$ cat src/rtl/rx_dma_pkg.sv
// Shared definitions for the RX DMA primary controller: one-hot state encoding and
// head-pointer validity check.
package rx_dma_pkg;

    typedef enum logic [3:0] {
        StHalted  = 4'b0001,
        StPassive = 4'b0010,
        StActive  = 4'b0100,
        StDead    = 4'b1000
    } rx_pc_state_e;

    // A usable head pointer is word aligned and not null.
    function automatic logic head_ptr_valid(input logic [31:0] ptr);
        return (ptr[1:0] == 2'b00) && (ptr[31:2] != 30'd0);
    endfunction

endpackage

$ cat src/rtl/rx_int_coalesce.sv
// Frame-done interrupt coalescing: counts completed frames and raises one trigger pulse on
// count threshold, idle timeout or end-of-list flush.
module rx_int_coalesce
    import rx_dma_pkg::*;
#(
    parameter int unsigned CNT_WIDTH = 8,
    parameter int unsigned TMR_WIDTH = 16
) (
    input  logic                 clk,
    input  logic                 rst_n,
    input  logic                 frm_done,
    input  logic                 halt,
    input  logic                 clr,
    input  logic [CNT_WIDTH-1:0] thresh,
    input  logic [TMR_WIDTH-1:0] timeout,
    output logic                 trigger
);

    logic [CNT_WIDTH-1:0] cnt_q, cnt_d;
    logic [TMR_WIDTH-1:0] timer_q, timer_d;
    logic                 trig_q, trig_d;
    logic [CNT_WIDTH:0]   sum;
    logic [CNT_WIDTH:0]   thr_eff;
    logic                 fire;

    // Extra bit keeps the threshold compare exact even when the counter is saturated.
    assign sum     = {1'b0, cnt_q} + (CNT_WIDTH+1)'(frm_done);
    assign thr_eff = (thresh == '0) ? (CNT_WIDTH+1)'(1) : {1'b0, thresh};

    always_comb begin
        fire    = 1'b0;
        cnt_d   = cnt_q;
        timer_d = timer_q;
        trig_d  = 1'b0;
        if (!clr) begin
            fire = (sum >= thr_eff)
                || ((timeout != '0) && (timer_q == timeout) && (cnt_q != '0))
                || (halt && (sum != '0));
        end
        if (clr || fire) begin
            cnt_d   = '0;
            timer_d = '0;
        end else if (frm_done) begin
            cnt_d   = (cnt_q == '1) ? cnt_q : cnt_q + CNT_WIDTH'(1);
            timer_d = '0;
        end else if (cnt_q != '0) begin
            timer_d = (timer_q == '1) ? timer_q : timer_q + TMR_WIDTH'(1);
        end
        trig_d = fire;
    end

    always_ff @(posedge clk or negedge rst_n) begin
        if (!rst_n) begin
            cnt_q   <= '0;
            timer_q <= '0;
            trig_q  <= 1'b0;
        end else begin
            cnt_q   <= cnt_d;
            timer_q <= timer_d;
            trig_q  <= trig_d;
        end
    end

    assign trigger = trig_q;

endmodule

$ cat src/rtl/rx_prim_ctrl.sv
// RX DMA primary controller: head/tail hand-over FSM, status pointer, status flags and
// coalesced frame-done interrupt.
module rx_prim_ctrl
    import rx_dma_pkg::*;
#(
    parameter int unsigned CNT_WIDTH = 8,
    parameter int unsigned TMR_WIDTH = 16
) (
    input  logic                 macPIRxClk,
    input  logic                 macPIRxClkHardRst_n,
    input  logic                 rxNewHead,
    input  logic                 rxNewTail,
    input  logic [31:0]          rxHeadPtr,
    input  logic                 rxFrameAvail,
    input  logic                 nxtDescPtrValid,
    input  logic                 trigRxPCHalt_p,
    input  logic                 trigRxPCDead_p,
    input  logic                 rxFrmDone_p,
    input  logic                 updPCStaPtr_p,
    input  logic [31:0]          nxtDescPtr,
    input  logic [CNT_WIDTH-1:0] rxFrmCntThresh,
    input  logic [TMR_WIDTH-1:0] rxTimeout,
    output logic                 pcTrigRxListProc,
    output logic                 rstNewHead_p,
    output logic                 rstNewTail_p,
    output logic [31:0]          pcStatusPtr,
    output logic                 rxNewHeadErr,
    output logic                 rxStartup,
    output logic                 rxEndQ,
    output logic                 rxDMADead,
    output logic                 rxTrigger_p,
    output logic [3:0]           rxDmaPCState
);

    rx_pc_state_e state_q, state_d;
    logic         head_valid;
    logic         in_halted, in_passive, in_active;
    logic [31:0]  ptr_q;
    logic         startup_q, endq_q, dead_q;

    assign head_valid = head_ptr_valid(rxHeadPtr);
    assign in_halted  = (state_q == StHalted);
    assign in_passive = (state_q == StPassive);
    assign in_active  = (state_q == StActive);

    always_comb begin
        state_d = state_q;
        unique case (state_q)
            StHalted: begin
                if (rxNewTail || (rxNewHead && head_valid)) state_d = StPassive;
                else if (rxNewHead)                         state_d = StDead;
            end
            StPassive: begin
                if (rxNewHead)         state_d = StHalted;
                else if (rxFrameAvail) state_d = StActive;
            end
            StActive: begin
                if (trigRxPCDead_p)                      state_d = StDead;
                else if (trigRxPCHalt_p || rxNewHead)    state_d = StHalted;
                else if (rxFrmDone_p && !rxFrameAvail)   state_d = StPassive;
            end
            StDead:   state_d = StDead;
            default:  state_d = StHalted;
        endcase
    end

    assign rstNewHead_p = in_halted && rxNewHead && head_valid;
    assign rstNewTail_p = rxNewTail && (in_halted || in_passive || (in_active && nxtDescPtrValid));
    assign rxNewHeadErr = rxNewHead && !head_valid;

    always_ff @(posedge macPIRxClk or negedge macPIRxClkHardRst_n) begin
        if (!macPIRxClkHardRst_n) begin
            state_q   <= StHalted;
            ptr_q     <= '0;
            startup_q <= 1'b1;
            endq_q    <= 1'b0;
            dead_q    <= 1'b0;
        end else begin
            state_q <= state_d;
            // A fresh head from software overrides the list processor's pointer update.
            if (rstNewHead_p)       ptr_q <= rxHeadPtr;
            else if (updPCStaPtr_p) ptr_q <= nxtDescPtr;
            if (in_passive || in_active) startup_q <= 1'b0;
            if (trigRxPCHalt_p)                endq_q <= 1'b1;
            else if (in_passive || in_active)  endq_q <= 1'b0;
            dead_q <= (in_active && trigRxPCDead_p) || (in_halted && rxNewHead && !head_valid);
        end
    end

    rx_int_coalesce #(
        .CNT_WIDTH (CNT_WIDTH),
        .TMR_WIDTH (TMR_WIDTH)
    ) u_coalesce (
        .clk      (macPIRxClk),
        .rst_n    (macPIRxClkHardRst_n),
        .frm_done (rxFrmDone_p),
        .halt     (trigRxPCHalt_p),
        .clr      (state_d == StDead),
        .thresh   (rxFrmCntThresh),
        .timeout  (rxTimeout),
        .trigger  (rxTrigger_p)
    );

    assign pcTrigRxListProc = in_active;
    assign pcStatusPtr      = ptr_q;
    assign rxStartup        = startup_q;
    assign rxEndQ           = endq_q;
    assign rxDMADead        = dead_q;
    assign rxDmaPCState     = state_q;

endmodule

$ cat config.mk
export PLATFORM = sky130hd
export DESIGN_NAME = rx_prim_ctrl
export DESIGN_NICKNAME = d
export VERILOG_FILES = /design/src/rtl/rx_dma_pkg.sv /design/src/rtl/rx_int_coalesce.sv /design/src/rtl/rx_prim_ctrl.sv
export SDC_FILE = /design/constraint.sdc
export NUM_CORES = 1
export LEC_CHECK = 0
export ABC_AREA = 1
export CAP_MARGIN = 20
export CORE_MARGIN = 2
export CORE_UTILIZATION = 30
export CTS_BUF_LIST = sky130_fd_sc_hd__clkbuf_4
export DETAILED_ROUTE_END_ITERATION = 8
export DONT_BUFFER_PORTS = 1
export GPL_TIMING_DRIVEN = 0
export SLEW_MARGIN = 15
export SYNTH_ARGS = -nofsm -noshare
export SYNTH_HDL_FRONTEND = slang
export SYNTH_HIERARCHICAL = 1
export SYNTH_SLANG_ARGS = --single-unit
$ cat constraint.sdc
create_clock -name macPIRxClk -period 2.2 [get_ports macPIRxClk]
set_input_delay 0.44 -clock macPIRxClk [delete_from_list [all_inputs] [get_ports macPIRxClk]]
set_output_delay 0.44 -clock macPIRxClk [all_outputs]
set_load 0.01 [all_outputs]
==> results.yml, run 1 <==
yosys:
  async_reset_ff_frac: 1.00
  synth_seq_area_share: 0.326
  yosysUniqueCellTypes: 42
  synth_nets: 834
  syn_area_um2: 4920
  synth.top_cell.area_share: 0.315
  synth_ff_type: "dfrtp_1"
  synth_enable_flop_cells: 0
  ys_warn_count: 6
  synth_seq_cells: 64
  synthCells: 723
  ys_top_cells_by_area: "dfrtp_1, nand2_1, inv_1, nand3_1, nor2_1"
  synth_top_area_cell: "dfrtp_1"
  syn_area_per_cell_um2: 6.81
pwr:
  finalPower_mw: 4.27
  power.leakage_nw: 2.96
  max-vdd-ir-drop_v: 0.000372
  powerDensity_nw_per_um2: 742
route:
  route.vias.total: 4533
  drt_wl_total_um: 13500
  ant_nets: 0
  dr.pass1.iters: 4
  dr.first_iter.drc_count: 200
  drcViolationCount: 0
  post_drt_wl_per_cell_um: 13.9
  via_per_inst: 4.65
floorplan:
  dieArea_um2: 17400
  dieHeight_um: 132
  initial_core_util: 0.309
  core.rowCount: 46
  core_um2: 15900
  design.portCount: 142
  fp.dieW_um: 132
worst_setup_path:
  cp_data_required_time_ps: 2560
  crit_type: "reg2reg"
  cp_max_fo: 6
  r2r_setup_slack_ps: -210
  ff2ff_path_depth: 14
  arrival_ps: 2770
  cp-end-kind: "flip-flop"
  cp-start-kind: "flip-flop"
  r2r_end: "u_coalesce/timer_q[2]"
  reg2reg_from: "u_coalesce/cnt_q[0]"
grt:
  grt_max_degree: 65
  grt_pass1_wl_um: 21800
  overflow: 0
  grt_usage: 0.157
  grt_antenna_before_repair: 0
  grt_pass1_vias: 4404
sta:
  finalHoldViolCount: 0
  setup_viol: 25
  tns_ps: -4420
  relSlewSlack: 0.669
  finClkSkew_ps: 17.8
  min_period_ps: 2410
  worstMarginPinSlew_ps: 496
  slew_viol_final: 0
  period_share: 1.10
  setup_slack_ps: -211
  rsz0062_at_grt: "true"
  fmax_ghz: 0.415
cells_and_area:
  fin_util: 0.361
  antenna_cells: 0
  regArea_um2: 1610
  final_cells: 974
  multi_input_area_um2: 2800
  n_fill_cell: 1739
  drive_gt1_frac: 0.202
  final_nets: 864
  synthToLayoutAreaGrowth_pct: 16.9
worst_hold_path:
  hold_end: "rxDmaPCState[3]"
  worstHoldStart: "rxNewTail"
  min_path_cells: 1
  min_path_type: "in2reg"
place:
  post-place-cells: 939
  place_hpwl_um: 10200
  gp_congestion: 0.839
  portBuffers: 0
clocking:
  cts_buffers: 9
  clockRootBuffer: "clkbuf_4"
  insertion_delay_ps: 430
  clock_sinks: 64
  cts_tree: "yes"
  htreeDepth: 3
  path_clk_slew_ps: 110
  cts_max_path_buffers: 2
status:
  violations: "setup timing"
  status: "finished, violations left"
run:
  cap_violations: 0
## cell families after synthesis
logic type,count (synthesis),share of synthesized area
buffers and inverters,164,0.145
adder cells (fa/ha/maj),13,0.0331
flip-flops,64,0.326
AO/OA/AOI/OAI,22,0.0277
AND/OR/NAND/NOR,448,0.447
XOR/XNOR,12,0.0214
## routing by layer
| metal | vias up | global-route usage | wire (um) |
|---|---|---|---|
| met3 | 14 | 0.0615 | 1190 |
| met5 | - | 0 | 0 |
| met4 | 0 | 0.0447 | 172 |
| met2 | 145 | 0.264 | 6510 |
| li1 | 2312 | - | - |
| met1 | 2062 | 0.186 | 5640 |
## registers in the layout (all words and copies together), names as in the netlist
signal / cells
pcStatusPtr: 32
rxDMADead: 1
rxDmaPCState: 4
rxEndQ: 1
rxStartup: 1
u_coalesce/cnt_q: 8
u_coalesce/timer_q: 16
u_coalesce/trigger: 1
## how the worst max path moves through the flow
stage | startpoint | to | slack (ps) | depth (start not counted)
after floorplan | u_coalesce/cnt_q[0] | u_coalesce/timer_q[12] | -80 | 19
after global placement | u_coalesce/cnt_q[0] | u_coalesce/timer_q[12] | -330 | 19
after detailed placement | u_coalesce/cnt_q[0] | u_coalesce/timer_q[13] | -350 | 19
after CTS | u_coalesce/cnt_q[0] | u_coalesce/timer_q[0] | -210 | 19
after global routing | u_coalesce/cnt_q[0] | u_coalesce/timer_q[0] | -380 | 16
final | u_coalesce/cnt_q[0] | u_coalesce/timer_q[2] | -210 | 14
## final cells by class
type,count,area share
Clock buffer,9,0.0117
Buffer,26,0.0326
Multi-Input combinational cell,495,0.487
Timing Repair Buffer,20,0.0363
Tap cell,216,0.0470
Clock inverter,7,0.0150
Inverter,137,0.0907
Sequential cell,64,0.280
## cells in the mapped netlist (2+ instances only)
cell	instances
a21oi_1	3
a31oi_1	2
buf_2	8
buf_6	9
clkbuf_1	7
dfrtp_1	62
dfstp_2	2
ha_1	13
inv_1	126
inv_2	10
nand2_1	208
nand2_2	8
nand2_4	3
nand3_1	80
nand3_2	12
nand3_4	2
nand4_1	39
nor2_1	67
nor2_2	3
nor2_4	15
nor3_1	4
o21ai_0	8
o21bai_1	2
xor2_1	12
## timing repair
action                                  4_1_cts  5_1_grt
setup buffers                                11        6
endpoints found under the setup margin       27       27
gates cloned                                  1        0
hold endpoints to repair                     64        0
resized for setup                            29       23
pin swaps                                    19       18
hold buffers                                  2        0
## power breakdown
part           switching [mW]  internal (mW)  leakage [nW]
registers               0.297           1.38         0.812
logic                    1.01          0.679          2.07
clock network           0.457          0.451        0.0847
## cell usage in the layout (no fill, tap or decap), drive strengths merged
cell	Yosys	final
nand2	219	219
inv	136	135
nand3	94	94
nor2	85	85
dfrtp	62	62
nand4	40	40
buf	20	38
clkbuf	7	16
ha	13	13
xor2	12	12
o21ai	9	9
clkinv	1	7
a21oi	4	4
nor3	4	4
o21bai	2	2
bufinv	0	2
dfstp	2	2
a31oi	2	2
nor4	2	2
o22ai	1	1
o2111ai	1	1
and2	1	1
nor3b	1	1
a21o	1	1
dlygate4sd3	0	1
a41o	1	1
or2	1	1
nand3b	1	1
o31ai	1	1
## through the flow
stage / area [um2] / hold slack [ps] / worst slack [ps]
2_1_floorplan: 4960 / 144 / -75.7
3_3_place_gp: 5230 / 149 / -334
3_5_place_dp: 5230 / 149 / -350
4_1_cts: 5650 / 39.4 / -214
5_1_grt: 5750 / 25.2 / -383
6_report: 5750 / 85.7 / -211
## worst max-delay path: stages (launching register included)
cell and delay (ps):
dfrtp_2 400, ha_4 160, ha_4 170, nand3_4 80
nor2_2 100, xor2_1 210, ha_1 280, a21oi_1 140
nand2_1 70, nand2_1 70, nand3_2 80, nor2_4 170
nand3_4 150, buf_12 170, nor2_2 70
Note: power is estimated with default switching activity, not from simulation.
==> run 2, diff against run 1 <==
Settings changed: HOLD_SLACK_MARGIN set to 0.06.
==> run 2 against run 1 <==
Effect of this change:
- worst hold slack better by 69 ps
- flip-flop and latch count unchanged
- the run still ends with setup timing left
- die area unchanged
- clock power about the same
- non-clock buffer count up 2
- sequential power about the same
- combinational power about the same
- total power about the same
- clock skew down 0.55 ps
- sequential share of layout area down 0.097 points
- worst setup slack worse by 0.50 ps
- critical endpoint is now u_coalesce/timer_q[15]
==> results.yml, run 2 (synthesized netlist as in run 1, its figures left out) <==
status:
  status: "finished, violations left"
  violations: "setup timing"
cells_and_area:
  final_cells: 976
  synthToLayoutAreaGrowth_pct: 17.3
  final_nets: 866
  largest_reg_flops: 32
  final_common_cell: "nand2_1"
  fin_util: 0.362
  n_fill_cell: 1735
  mostFrequentLayoutCells: "nand2_1, inv_1, nand3_1, dfrtp_1, nor2_1"
  drive_gt1_frac: 0.201
  postLayoutCellArea_um2: 5770
  antenna_cells: 0
grt:
  grt_max_degree: 65
  grt_antenna_before_repair: 0
  grt_pass1_vias: 4411
  overflow: 0
  grt_usage: 0.158
  grt_pass1_wl_um: 21900
sta:
  rsz0062_at_grt: "true"
  relSlewSlack: 0.669
  slew_viol_final: 0
  finalHoldViolCount: 0
  period_share: 1.10
  min_period_ps: 2410
  setup_viol: 25
  finClkSkew_ps: 17.3
  worstMarginPinSlew_ps: 497
  setup_slack_ps: -212
  whs_ps: 155
  fmax_ghz: 0.415
  tns_ps: -4460
pwr:
  finalPower_mw: 4.27
  powerDensity_nw_per_um2: 739
  power.leakage_nw: 2.97
  max-vdd-ir-drop_v: 0.000372
worst_setup_path:
  arrival_ps: 2770
  crit_type: "reg2reg"
  slowest_delay_ps: 400
  cp-start-kind: "flip-flop"
  worst_path_max_delay_cell: "dfrtp_2"
  crit_chain: "ha_4, ha_4, nand3_4, nor2_2, xor2_1, ha_1, a21oi_1, nand2_1, nand2_1, nand3_2, nor2_4, nand3_4, buf_12, nor2_4"
  cp_data_required_time_ps: 2560
  r2r_setup_slack_ps: -210
  ff2ff_path_depth: 14
  cp-end-kind: "flip-flop"
  r2r_end: "u_coalesce/timer_q[15]"
  critPathTopFamily: "simple AND/OR/NAND/NOR gates"
  cp_max_fo: 5
  critPathBufInv: 1
  reg2reg_from: "u_coalesce/cnt_q[0]"
route:
  dr.first_iter.drc_count: 187
  via_per_inst: 4.64
  drt_wl_total_um: 13600
  route.vias.total: 4524
  dr.pass1.iters: 4
  ant_nets: 0
  drcViolationCount: 0
  post_drt_wl_per_cell_um: 13.9
clocking:
  path_clk_slew_ps: 120
  cts_buffers: 9
  clock_sinks: 64
  cts_tree: "yes"
  cts_max_path_buffers: 2
  insertion_delay_ps: 430
  htreeDepth: 3
  clockRootBuffer: "clkbuf_4"
floorplan:
  fp.dieW_um: 132
  core.rowCount: 46
  core_um2: 15900
  dieArea_um2: 17400
  initial_core_util: 0.309
  design.portCount: 142
  dieHeight_um: 132
place:
  place_ws_ps: -350
  placed_cell_area_um2: 5230
  portBuffers: 0
  post-place-cells: 939
  place_hpwl_um: 10200
  gp_congestion: 0.839
worst_hold_path:
  hold_end: "pcStatusPtr[31]"
  min_path_cells: 2
  min_path_type: "in2reg"
  worstHoldStart: "rxHeadPtr[31]"
run:
  cap_violations: 0
run 2: cell count changes in the layout (fill, tap and decap cells not counted):
cell and change:
dlygate4sd3_1 +2
run 2: power breakdown:
part	switching, mW	total, mW	internal (mW)
logic	1.01	1.69	0.681
clock network	0.455	0.906	0.451
registers	0.295	1.67	1.38
run 2: metal layers:
metal,up-vias,track usage,share of wire
li1,2313,-,-
met1,2059,0.189,0.42
met2,136,0.265,0.48
met3,16,0.0607,0.084
met4,0,0.0447,0.013
met5,-,0,0
run 2: final cells by class:
class                      instances  area (um2)  area share
timing repair buffer              22         229      0.0397
multi-input combinational        495        2800       0.485
clock inverter                     7        86.3      0.0150
sequential                        64        1610       0.279
clock buffer                       9        67.6      0.0117
tap                              216         270      0.0468
buffer                            26         188      0.0325
inverter                         137         522      0.0904
run 2: how the worst max path moves through the flow:
| stage | startpoint | end | slack [ps] | cells after the start |
|---|---|---|---|---|
| 2_1_floorplan | u_coalesce/cnt_q[0] | u_coalesce/timer_q[12] | -80 | 19 |
| 3_3_place_gp | u_coalesce/cnt_q[0] | u_coalesce/timer_q[12] | -330 | 19 |
| 3_5_place_dp | u_coalesce/cnt_q[0] | u_coalesce/timer_q[13] | -350 | 19 |
| 4_1_cts | u_coalesce/cnt_q[0] | u_coalesce/timer_q[0] | -210 | 19 |
| 5_1_grt | u_coalesce/cnt_q[0] | u_coalesce/timer_q[0] | -380 | 16 |
| 6_report | u_coalesce/cnt_q[0] | u_coalesce/timer_q[15] | -210 | 14 |
run 2: worst register-to-register path, delay by kind of cell (launching register included):
family | cells | cell delay [ps]
AND/OR/NAND/NOR | 8 | 800
adder cells (fa/ha/maj) | 3 | 610
flip-flops | 1 | 400
XOR/XNOR | 1 | 220
buffers and inverters | 1 | 180
AO/OA/AOI/OAI | 1 | 140
run 2: timing repair:
action / in CTS / in global routing
resized for setup: 29 / 23
endpoints found under the hold margin: 66 / 0
gates cloned: 1 / 0
pin swaps: 19 / 18
hold buffers: 4 / 0
buffers inserted: 11 / 6
endpoints found under the setup margin: 27 / 27
